### config.mk
export PLATFORM = sky130hd
export DESIGN_NAME = enemy_attack_ctrl
export DESIGN_NICKNAME = d
export VERILOG_FILES = /design/src/rtl/enemy_attack_ctrl.sv
export SDC_FILE = /design/constraint.sdc
export NUM_CORES = 1
export LEC_CHECK = 0
export BUFFER_PORTS_ARGS = -buffer_cell sky130_fd_sc_hd__buf_4
export CORE_MARGIN = 1.5
export CORE_UTILIZATION = 51
export CTS_CLUSTER_DIAMETER = 100
export DETAILED_ROUTE_END_ITERATION = 10
export GPL_TIMING_DRIVEN = 0
export PLACE_DENSITY_LB_ADDON = 0.15
export SLEW_MARGIN = 20
export SYNTH_ARGS = -nofsm -noshare
export SYNTH_HDL_FRONTEND = slang
export SYNTH_SLANG_ARGS = --single-unit
### constraint.sdc
create_clock -name Clk -period 3.05 [get_ports Clk]
set_input_delay 0.1525 -clock Clk [delete_from_list [all_inputs] [get_ports Clk]]
set_output_delay 0.1525 -clock Clk [all_outputs]
set_load 0.01 [all_outputs]
### src/rtl/enemy_attack_ctrl.sv
// Per-enemy attack initiator: frame-paced IDLE -> WINDUP -> STRIKE -> COOLDOWN
// machine gated by proximity and liveness, with a saturating strike counter.
module enemy_attack_ctrl #(
  parameter int         id              = 0,
  parameter logic [8:0] ATTACK_RANGE    = 9'd20,
  parameter logic [7:0] WINDUP_FRAMES   = 8'd15,
  parameter logic [7:0] COOLDOWN_FRAMES = 8'd45
) (
  input  logic       Clk,
  input  logic       Reset,
  input  logic       game_frame_clk_rising_edge,
  input  logic [8:0] Player_X,
  input  logic [8:0] Player_Y,
  input  logic [8:0] Enemy_X,
  input  logic [8:0] Enemy_Y,
  input  logic       Enemy_Alive,
  input  logic       Player_Alive,
  output logic       Enemy_Attack_On,
  output logic [1:0] Enemy_Attack_Phase,
  output logic [7:0] Enemy_Attack_Count
);

  typedef enum logic [1:0] {
    S_IDLE     = 2'd0,
    S_WINDUP   = 2'd1,
    S_STRIKE   = 2'd2,
    S_COOLDOWN = 2'd3
  } state_e;

  function automatic logic [8:0] abs_diff(input logic [8:0] a, input logic [8:0] b);
    return (a >= b) ? (a - b) : (b - a);
  endfunction

  function automatic logic [7:0] sat_inc(input logic [7:0] v);
    return (v == 8'hFF) ? v : (v + 8'd1);
  endfunction

  // The enemy index only exists for instantiation symmetry.
  logic [31:0] unused_id;
  assign unused_id = id;

  state_e     state_q, state_d;
  logic [7:0] cnt_q, cnt_d;
  logic [7:0] count_q, count_d;
  logic [8:0] dx, dy;
  logic       in_range;
  logic       go;
  logic       frame;

  assign dx       = abs_diff(Enemy_X, Player_X);
  assign dy       = abs_diff(Enemy_Y, Player_Y);
  assign in_range = (dx <= ATTACK_RANGE) && (dy <= ATTACK_RANGE);
  assign go       = Enemy_Alive && Player_Alive;
  assign frame    = game_frame_clk_rising_edge;

  always_comb begin
    state_d = state_q;
    cnt_d   = cnt_q;
    count_d = count_q;
    // Losing liveness aborts on any cycle, even if a frame edge coincides.
    if (!go) begin
      state_d = S_IDLE;
      cnt_d   = 8'd0;
    end else if (frame) begin
      unique case (state_q)
        S_IDLE: begin
          if (in_range) begin
            state_d = S_WINDUP;
            cnt_d   = 8'd0;
          end
        end
        S_WINDUP: begin
          if (!in_range) begin
            state_d = S_IDLE;
            cnt_d   = 8'd0;
          end else if (cnt_q == WINDUP_FRAMES - 8'd1) begin
            state_d = S_STRIKE;
          end else begin
            cnt_d = cnt_q + 8'd1;
          end
        end
        S_STRIKE: begin
          state_d = S_COOLDOWN;
          cnt_d   = 8'd0;
          count_d = sat_inc(count_q);
        end
        S_COOLDOWN: begin
          if (cnt_q == COOLDOWN_FRAMES - 8'd1) begin
            state_d = S_IDLE;
            cnt_d   = 8'd0;
          end else begin
            cnt_d = cnt_q + 8'd1;
          end
        end
        default: begin
          state_d = S_IDLE;
          cnt_d   = 8'd0;
        end
      endcase
    end
  end

  always_ff @(posedge Clk) begin
    if (Reset) begin
      state_q <= S_IDLE;
      cnt_q   <= 8'd0;
      count_q <= 8'd0;
    end else begin
      state_q <= state_d;
      cnt_q   <= cnt_d;
      count_q <= count_d;
    end
  end

  assign Enemy_Attack_On    = (state_q == S_STRIKE);
  assign Enemy_Attack_Phase = state_q;
  assign Enemy_Attack_Count = count_q;

endmodule

; ---- Yosys cells after proc, flatten, opt, wreduce, memory -nomap -nowiden
; Index checks and enable logic that the tools add are counted.
[op_classes]
n_addsub = 6
mul = 0
div_mod_pow = 0
order_cmp = 4
n_eq_ne = 10
n_shift = 0
n_mux = 12
bitwise = 2
reduce_logical = 7
[op_table]
columns = cell, count
row1 = $sub A9 B9 Y9, 4
row2 = $mux W8, 4
row3 = $pmux W8 S4, 1
row4 = $ge A9 B9 Y1, 2
row5 = $le A9 B5 Y1 const B, 2
row6 = $mux W9, 2
row7 = $add A8 B1 Y8 const B, 2
row8 = $eq A8 B4 Y1 const B, 1
row9 = $eq A8 B6 Y1 const B, 1
row10 = $eq A8 B8 Y1 const B, 1
row11 = $mux W2, 4
row12 = $pmux W2 S4, 1
row13 = $reduce_and A4 Y1, 2
row14 = $ne A3 B3 Y1 const B, 2
row15 = $eq A2 B2 Y1 const B, 2
row16 = $ne A2 B2 Y1 const B, 2
row17 = $reduce_and A3 Y1, 1
row18 = $eq A2 B1 Y1 const B, 1
row19 = $logic_and A1 B1 Y1, 2
row20 = $logic_not A2 Y1, 1
row21 = $not A1 Y1, 2
row22 = $reduce_or A2 Y1, 1
[word_totals]
ff_bits = 18
latchBits = 0
ramBits = 0
romBits = 0
in_bits = 41
out_inout_bits = 11
elab_cells = 44
mem_count = 0

; ---- Logic depth before layout (Yosys ltp)
; Gate-level depths: netlist of the first run.
[logic_depth]
word_depth = 6
depth_mapped = 12

; ---- Least setup slack after synthesis of the first run
; No wires, ideal clock.
[synth_timing]
path_type = input port to flip-flop
startpoint = in Player_Y[6]
endpoint = reg cnt_q[3]
arrival_time_ns = 2.755
t_required_ns = 2.929
slack_ns = 0.173
stages = 12
path_cell_list = inv_1 -> ha_1 -> buf_6 -> a21oi_4 -> o221ai_2 -> a21o_1 -> a41oi_2 -> and4b_1 -> or4b_4 -> o31a_1 -> a311oi_1 -> o21ai_1
[synth_between]
elab_chain_len = 6
elab_cells_between_ends = 11
cone_classes = add/sub (2) / order compare (2) / eq/ne (2) / mux (3) / reduce/logical (2)
[synth_lines]
columns = element, line
row1 = from (decl), 13  ; input logic [8:0] Player_Y,
row2 = $sub A9 B9 Y9 or $ge A9 B9 Y1 (tied branches), 31  ; return (a >= b) ? (a - b) : (b - a);
row3 = $mux W9 (*), 31
row4 = $le A9 B5 Y1 (*), 52  ; assign in_range = (dx <= ATTACK_RANGE) && (dy <= ATTACK_RANGE);
row5 = $logic_and A1 B1 Y1 (*), 52
row6 = $mux W8 (tied with other cells), 73  ; if (!in_range) begin
row7 = $pmux W8 S4 or $reduce_and A3 Y1 (tied branches), --
row8 = to (signal assigned), 110  ; cnt_q <= cnt_d;
row9 = to (decl), 43  ; logic [7:0] cnt_q, cnt_d;
; Every way passes the cells marked *; elsewhere a longest branch is shown, timed or not.
; A chain may end at the register's enable or synchronous reset.

; ---- Worst setup path after layout of the first run
; Same ends and word-level chain as after synthesis.

==> results of run 1 <==
layout make-up:
cell class	count	area [sq um]
inverter	47	176
sequential	18	360
fill	479	1830
buffer	11	62.6
tap	70	87.6
clock buffer	3	41.3
timing repair buffer	52	390
multi-input combinational	277	2100
layout by cell type (no fill, tap or decap), types with 5 or more instances in the layout:
cell type / count
a21o_1: 5
xor2_1: 10
o211ai_1: 8
o21ai_0: 12
ha_1: 38
nor2_1: 34
buf_2: 5
nand4_1: 8
dfxtp_1: 18
nand2_1: 21
o21ai_1: 5
a21oi_1: 20
nor3_1: 8
inv_1: 47
a311oi_1: 5
and2_1: 5
buf_4: 52
nand3_1: 12
repair_timing:
| action | in CTS | in global routing |
|---|---|---|
| resized for setup | 0 | 8 |
| hold buffers | 0 | 0 |
| setup endpoints to repair | 0 | 9 |
| setup buffers | 0 | 2 |
sequential cells by signal, summed over array words and instances (netlist names), named ones only:
name and flops:
cnt_q 8, Enemy_Attack_Phase 1, Enemy_Attack_Count 8
worst max-delay path by stage:
stage / from / slack [ns] / end
after floorplan: Player_Y[6] / 0.17 / cnt_q[3]
after global routing: Player_Y[4] / -0.05 / cnt_q[3]
after global placement: Player_Y[1] / -0.18 / cnt_q[1]
final: Player_Y[6] / 0.07 / cnt_q[3]
after detailed placement: Player_Y[1] / -0.21 / cnt_q[1]
after CTS: Player_Y[1] / 0.03 / cnt_q[1]
logic make-up after synthesis:
family	Yosys count
AOI/OAI and AO/OA	97
xor gates and xnor gates	14
adders and majority gates	38
buffers and inverters	58
DFF	18
muxes	4
and+or+nand+nor	124
layer usage:
metal	share of wire [%]	vias to the layer above	track usage [%]
li1	-	1374	-
met5	0	-	0
met4	0.15	0	2.22
met2	46	49	35.5
met1	50	1198	30.1
met3	3.4	2	3.48
power breakdown:
part	internal (mW)	total, mW	switching [mW]
Sequential	0.235	0.235	0.0000200
Clock	0.0877	0.165	0.0777
Combinational	0.177	0.390	0.213
metrics by stage:
step                      worst slack (ns)  utilization [%]  power, mW
after floorplan                      0.173                -      0.512
after global placement              -0.176             61.6      0.601
after detailed placement            -0.208             61.6      0.607
after CTS                           0.0314             62.4      0.773
after global routing               -0.0516             63.8      0.846
final                               0.0729             63.8      0.790
critical path, stage by stage:
cell and delay, ns:
buf_4 0.08, inv_1 0.03, ha_1 0.29, buf_6 0.15
a21oi_4 0.16, o221ai_2 0.13, a21o_1 0.25, a41oi_4 0.23
and4b_1 0.23, or4b_4 0.59, o31a_1 0.44, a311oi_1 0.29
o21ai_1 0.09
==> flow_summary.toml, run 1 <==
[outcome]
status = "completed"

[yosys]
ys_ff_latch = 18
synth_xor_area_share_pct = 4.64
ys_seq_area_share_pct = 13.6
synthDistinctLibCells = 70
yosys_warnings = 0
synth-async-reset-ratio_pct = 0
synth.largest_area_cell = "ha_1"
yosys-top-cells-count = "inv_1, ha_1, nor2_1"
synth_compound_area_share_pct = 27.7
synth_top_family_by_area = "compound AO/OA/AOI/OAI gates"
synthMuxAreaShare_pct = 1.56
ys.flop_type = "dfxtp_1"
syn-instance-count = 353
synth_edf_count = 0
synth_top_area_share_pct = 18.0
synth_top_cells_by_area = "ha_1, dfxtp_1, inv_1"
synth-simple-area-share_pct = 25.5
synth_most_common_cell = "inv_1"
syn_avg_cell_area_sq_um = 7.49
synth_fa_ha_area_share_pct = 18.0
synth_area_sq_um = 2640
syn_nets = 432

[global_routing]
antenna_found_initial = 0
grt-ovfl-total = 0
grt_use_total_pct = 21.4
grt_pass1_wl_mm = 9.78
grt_max_degree = 11
grt_pass1_vias = 2330

[worst_hold_path]
hp-class = "input pin to flip-flop"
hold_end = "Enemy_Attack_Count[5]"
hold_start = "Reset"
min_path_cells = 2

[routing]
wl_per_cell_microns = 12.4
drt_iter0_drc = 194
firstDrtPassIters = 4
vias = 2623
routed_wl_mm = 5.95
drtAntennaViolNets = 0
drcViolationCount = 0
via_per_inst = 5.49

[die]
pin_count = 52
num_rows = 26
die_x_microns = 75
die_area_sq_um = 5630
start_util_pct = 52.4
fp.dieH_microns = 75
core_sq_um = 5040

[worst_setup_path]
worstPathMaxFanout = 10
required_ns = 3.19
end_kind = "flip-flop"
worstPathArrival_ns = 3.12
reg2reg_setup_slack_ns = 0.96
r2r_end = "Enemy_Attack_Count[5]"
crit_path_start_kind = "input pin"
ff2ff_path_depth = 9
crit_type = "input pin to flip-flop"

[final_layout]
area_delta_synth_final_pct = 21.7
nets = 489
drive_gt1_share_pct = 20.8
diodes = 0
stdcell_count = 478
final_area_sq_um = 3220

[timing]
fin_skew_ns = 0.00918
timing.final.crit_share_pct = 97.6
hold_viol_final = 0
maxSlewHeadroom_pct = 43.8
fin_setup_tns_ns = 0
finalSetupViolCount = 0
clock.fmax_mhz = 336
final.min_clock_period_ns = 2.98
worst_slew_pin_slew_ns = 0.839
hold-worst-slack_ns = 0.276
finalMaxSlewViolations = 0

[clocking]
clk_pin_slew_ns = 0.07
root_buffer = "clkbuf_8"
tritoncts = "done"
cts_buffer_depth = 2
h-tree-depth = 1
cts_made_buffers = 3
cts_sinks = 18
insertion_delay_ns = 0.25

[flow_run]
maxCapViolCount = 0

[power]
ir_drop_uv = 178
power.leakage_nw = 1.51
power_density_nw_per_um2 = 246

[place]
port_buffers = 50
globalplace.congestion = 0.849
placed_area_sq_um = 3110
dp_cells = 473
dpl.hpwl_mm = 4.57
(Power assumes the default switching activity.)
==> run 2: changes to the inputs <==
Settings changed: CORE_UTILIZATION 51 to 57.
Clock period 3.05 ns to 3.08 ns, I/O delays scaled along.
==> run 2 against run 1 <==
- register-to-register slack got worse by 0.05 ns
- first-iteration DRC count up 11%
- hold slack lost 0.019 ns
- critical endpoint is now cnt_q[1]
- largest power group unchanged
==> flow_summary.toml, run 2 (synthesis results as in run 1) <==
[routing]
wl_per_cell_microns = 13.8
drt_iter0_drc = 215
drcViolationCount = 0
firstDrtPassIters = 5
vias = 2782
drtAntennaViolNets = 0
via_per_inst = 6.01
routed_wl_mm = 6.40

[global_routing]
antenna_found_initial = 0
grt-ovfl-total = 0
grt_pass1_vias = 2609
grt_max_degree = 11
grt_use_total_pct = 24.9
grt_pass1_wl_mm = 10.7

[outcome]
status = "completed"

[die]
pin_count = 52
num_rows = 24
fp.dieH_microns = 71.1
start_util_pct = 59.9
die_area_sq_um = 5060
core_sq_um = 4410
die_x_microns = 71.1

[final_layout]
final_cell_mix = "buf_4, inv_1, ha_1, nor2_1"
seqCellArea_sq_um = 360
stdcell_count = 463
area_delta_synth_final_pct = 23.0
multiInputGateArea_sq_um = 2120
drive_gt1_share_pct = 22.1
nets = 491
diodes = 0
final_common_cell = "buf_4"
post-route-util_pct = 73.6
filler_cell_count = 359

[power]
seqPwrFrac_pct = 28.2
p_int_mw = 0.525
power_mw = 0.825
p_sw_share_pct = 36.3
pwr-share-comb_pct = 48.1
power_density_nw_per_um2 = 254
ir_drop_uv = 190
clock_power_share_pct = 23.7
power.leakage_nw = 1.55
p_sw_mw = 0.300

[place]
globalplace.congestion = 0.878
port_buffers = 50
dpl.hpwl_mm = 4.78
dp_cells = 455

[timing]
finalSetupViolCount = 0
maxSlewHeadroom_pct = 63.9
final.min_clock_period_ns = 2.99
worst_slew_pin_slew_ns = 0.539
hold-worst-slack_ns = 0.256
clock.fmax_mhz = 334
timing.final.crit_share_pct = 97.2
finalMaxSlewViolations = 0
hold_viol_final = 0
fin_skew_ns = 0.00249

[worst_setup_path]
end_kind = "flip-flop"
crit_path_start_kind = "input pin"
crit_type = "input pin to flip-flop"
worstPathArrival_ns = 3.17
worstPathMaxFanout = 10
required_ns = 3.25

[clocking]
cts_buffer_depth = 2
root_buffer = "clkbuf_8"
h-tree-depth = 1
cts_sinks = 18
hold_buffers = 0
tritoncts = "done"
insertion_delay_ns = 0.25
cts_made_buffers = 3
clk_pin_slew_ns = 0.07

[flow_run]
maxCapViolCount = 0

[worst_hold_path]
hp-class = "input pin to flip-flop"
-- run 2: changes by cell type in the layout (fill, tap and decap cells not counted), sizes merged --
cell,change
clkbuf,+1
buf,+2
-- run 2: final cells by class --
cell class / instances / area share (%)
Clock buffer: 4 / 1.69
Multi-Input combinational cell: 277 / 65.3
Timing Repair Buffer: 54 / 12.6
Tap cell: 52 / 2.00
Buffer: 11 / 1.92
Inverter: 47 / 5.43
Sequential cell: 18 / 11.1
-- run 2: stage by stage --
step	setup WS [ns]	setup TNS (ns)	instance area, sq um
floorplan	0.202	0	2640
global placement	-0.151	-1.02	3080
detailed placement	-0.205	-1.39	3080
CTS	0.0506	0	3140
global route	-0.0872	-0.135	3250
finish	0.0855	0	3250
-- run 2: repair_timing --
action | CTS | global route
resized for setup | 0 | 13
hold endpoints to repair | 0 | 0
setup endpoints to repair | 0 | 8
buffers inserted | 0 | 4
-- run 2: worst max-delay path, stage by stage --
cell,delay (ns)
buf_4,0.08
inv_1,0.03
ha_1,0.29
buf_6,0.15
a21oi_4,0.17
o221ai_2,0.13
a21o_1,0.21
a41oi_4,0.23
and4b_1,0.23
or4b_4,0.61
o41ai_4,0.38
buf_6,0.19
nand3_1,0.09
o31ai_1,0.21
-- run 2: routing by layer --
layer / GRT usage, % / vias up / share of wire, %
li1: - / 1384 / -
met1: 30.8 / 1288 / 44
met2: 44.7 / 104 / 49
met3: 4.99 / 6 / 5.7
met4: 5.45 / 0 / 0.94
met5: 0 / - / 0
-- run 2: final timing paths --
kind	from	endpoint	slack [ns]	cells after the start
setup reg to reg	flip-flop	Enemy_Attack_Count[5]	0.91	9
hold / removal	Reset	Enemy_Attack_Count[1]	0.26	2
hold reg to reg	cnt_q[3]	cnt_q[3]	0.52	2
setup / recovery	Player_Y[6]	cnt_q[1]	0.09	14
-- run 2: power groups by stage --
stage / logic, mW / registers [mW] / clock network (mW)
after floorplan: 0.269 / 0.238 / 0
after global placement: 0.355 / 0.238 / 0
after detailed placement: 0.366 / 0.238 / 0
after CTS: 0.369 / 0.233 / 0.199
after global routing: 0.438 / 0.232 / 0.213
final: 0.397 / 0.233 / 0.195
==> run 3: changes to the inputs <==
Settings changed: BUFFER_PORTS_ARGS -buffer_cell sky130_fd_sc_hd__buf_4 to not set, CORE_UTILIZATION 57 to 40, DONT_BUFFER_PORTS set to 1.
==> run 3 against run 2 <==
- non-clock buffer count down 54
- critical path depth down 2
- sequential share of layout area increased by 1.7 points
- die area rose by 41%
- final area fell by 13%
- critical endpoint is now cnt_q[5]
- largest power group unchanged
- highest routed layer unchanged
==> flow_summary.toml, run 3 (synthesis results as in run 1) <==
[outcome]
status = "completed"

[worst_setup_path]
worstPathArrival_ns = 3.16
crit_type = "input pin to flip-flop"
crit_start = "Player_Y[6]"
reg2reg_setup_slack_ns = 0.76
ff2ff_path_depth = 9
required_ns = 3.28
crit_path_start_kind = "input pin"
crit_path_end = "cnt_q[5]"
end_kind = "flip-flop"
r2r_end = "Enemy_Attack_Count[5]"
worstPathMaxFanout = 10

[final_layout]
final_common_cell = "inv_1"
nets = 437
final_cell_mix = "inv_1, ha_1, nor2_1, nand2_1, a21oi_1"
diodes = 0
seqCellArea_sq_um = 360
area_delta_synth_final_pct = 7.00
filler_cell_count = 663
drive_gt1_share_pct = 8.96
multiInputGateArea_sq_um = 2080

[routing]
drtAntennaViolNets = 0
drcViolationCount = 0
vias = 2451
firstDrtPassIters = 4
wl_per_cell_microns = 13.7
routed_wl_mm = 5.96
via_per_inst = 5.65
drt_iter0_drc = 63

[clocking]
tritoncts = "done"
clk_pin_slew_ns = 0.07
cts_made_buffers = 3
cts_buffer_depth = 2
post-cts-setup-buffer-count = 0
hold_buffers = 0
cts_sinks = 18
root_buffer = "clkbuf_8"
h-tree-depth = 1
insertion_delay_ns = 0.26
ctsResizeCount = 0

[worst_hold_path]
min_path_cells = 2
hp-class = "input pin to flip-flop"

[global_routing]
grt_pass1_wl_mm = 10.2
grt_use_total_pct = 16.9
grt-ovfl-total = 0
grt_max_degree = 11
grt_pass1_vias = 2265
antenna_found_initial = 0

[timing]
hold_viol_final = 0
clock.fmax_mhz = 337
worst_slew_pin_slew_ns = 0.911
maxSlewHeadroom_pct = 39.0
timing.final.crit_share_pct = 96.2
finalMaxSlewViolations = 0
setup_ws_ns = 0.116
fin_skew_ns = 0.00124
finalSetupViolCount = 0
final.min_clock_period_ns = 2.96
fin_setup_tns_ns = 0

[die]
die_x_microns = 84.3
start_util_pct = 41.4
core_sq_um = 6390
die_area_sq_um = 7110
num_rows = 29
fp.dieH_microns = 84.3
pin_count = 52

[power]
p_sw_share_pct = 36.6
power.leakage_nw = 1.26
power_density_nw_per_um2 = 272
p_sw_mw = 0.281
clock_power_share_pct = 26.0
ir_drop_uv = 173
power_mw = 0.769
pwr-share-comb_pct = 43.8
p_int_mw = 0.488
seqPwrFrac_pct = 30.3

[place]
place_ws_ns = -0.131
port_buffers = 0
globalplace.congestion = 0.815
dpl.hpwl_mm = 4.72

[flow_run]
maxCapViolCount = 0
run 3: stage by stage:
stage / instance area, sq um / hold slack (ns) / util, % / cells
2_1_floorplan: 2640 / 0.336 / - / 353
3_3_place_gp: 2740 / 0.364 / 42.9 / 430
3_5_place_dp: 2740 / 0.362 / 42.9 / 430
4_1_cts: 2800 / 0.0869 / 43.8 / 434
5_1_grt: 2830 / 0.104 / 44.3 / 434
6_report: 2830 / 0.0963 / 44.3 / 434
run 3: how the worst min path moves through the flow:
stage	from	endpoint
after global placement	game_frame_clk_rising_edge	cnt_q[1]
after CTS	game_frame_clk_rising_edge	cnt_q[1]
after floorplan	game_frame_clk_rising_edge	cnt_q[1]
final	game_frame_clk_rising_edge	Enemy_Attack_Phase[0]
after global routing	game_frame_clk_rising_edge	cnt_q[1]
after detailed placement	game_frame_clk_rising_edge	cnt_q[1]
run 3: area by class of cell:
class	instances	share of cell area (%)
multi-input cells	277	73.5
flip-flops and latches	18	12.7
inverters	47	6.24
well taps	77	3.41
plain buffers	11	2.21
clock buffers	4	1.95
run 3: worst max-delay path, cell delays in order:
cell and delay [ns]:
inv_1 0.02, ha_1 0.29, buf_6 0.15, a21oi_4 0.17
o221ai_2 0.14, a21o_1 0.24, a41oi_4 0.24, and4b_1 0.23
or4b_4 0.59, o41ai_4 0.57, a311oi_1 0.21, o21ai_1 0.15
run 3: power by group through the flow:
stage	Combinational, mW	Sequential, mW	Clock (mW)
floorplan	0.269	0.238	0
global placement	0.319	0.238	0
detailed placement	0.323	0.238	0
CTS	0.325	0.233	0.204
global route	0.378	0.232	0.214
finish	0.336	0.233	0.200
run 3: layer usage:
metal  global-route usage, %  wire length (microns)
met4                    2.83                     55
met2                    26.6                   2630
met5                       0                      0
met3                    3.44                    309
met1                    24.0                   2960
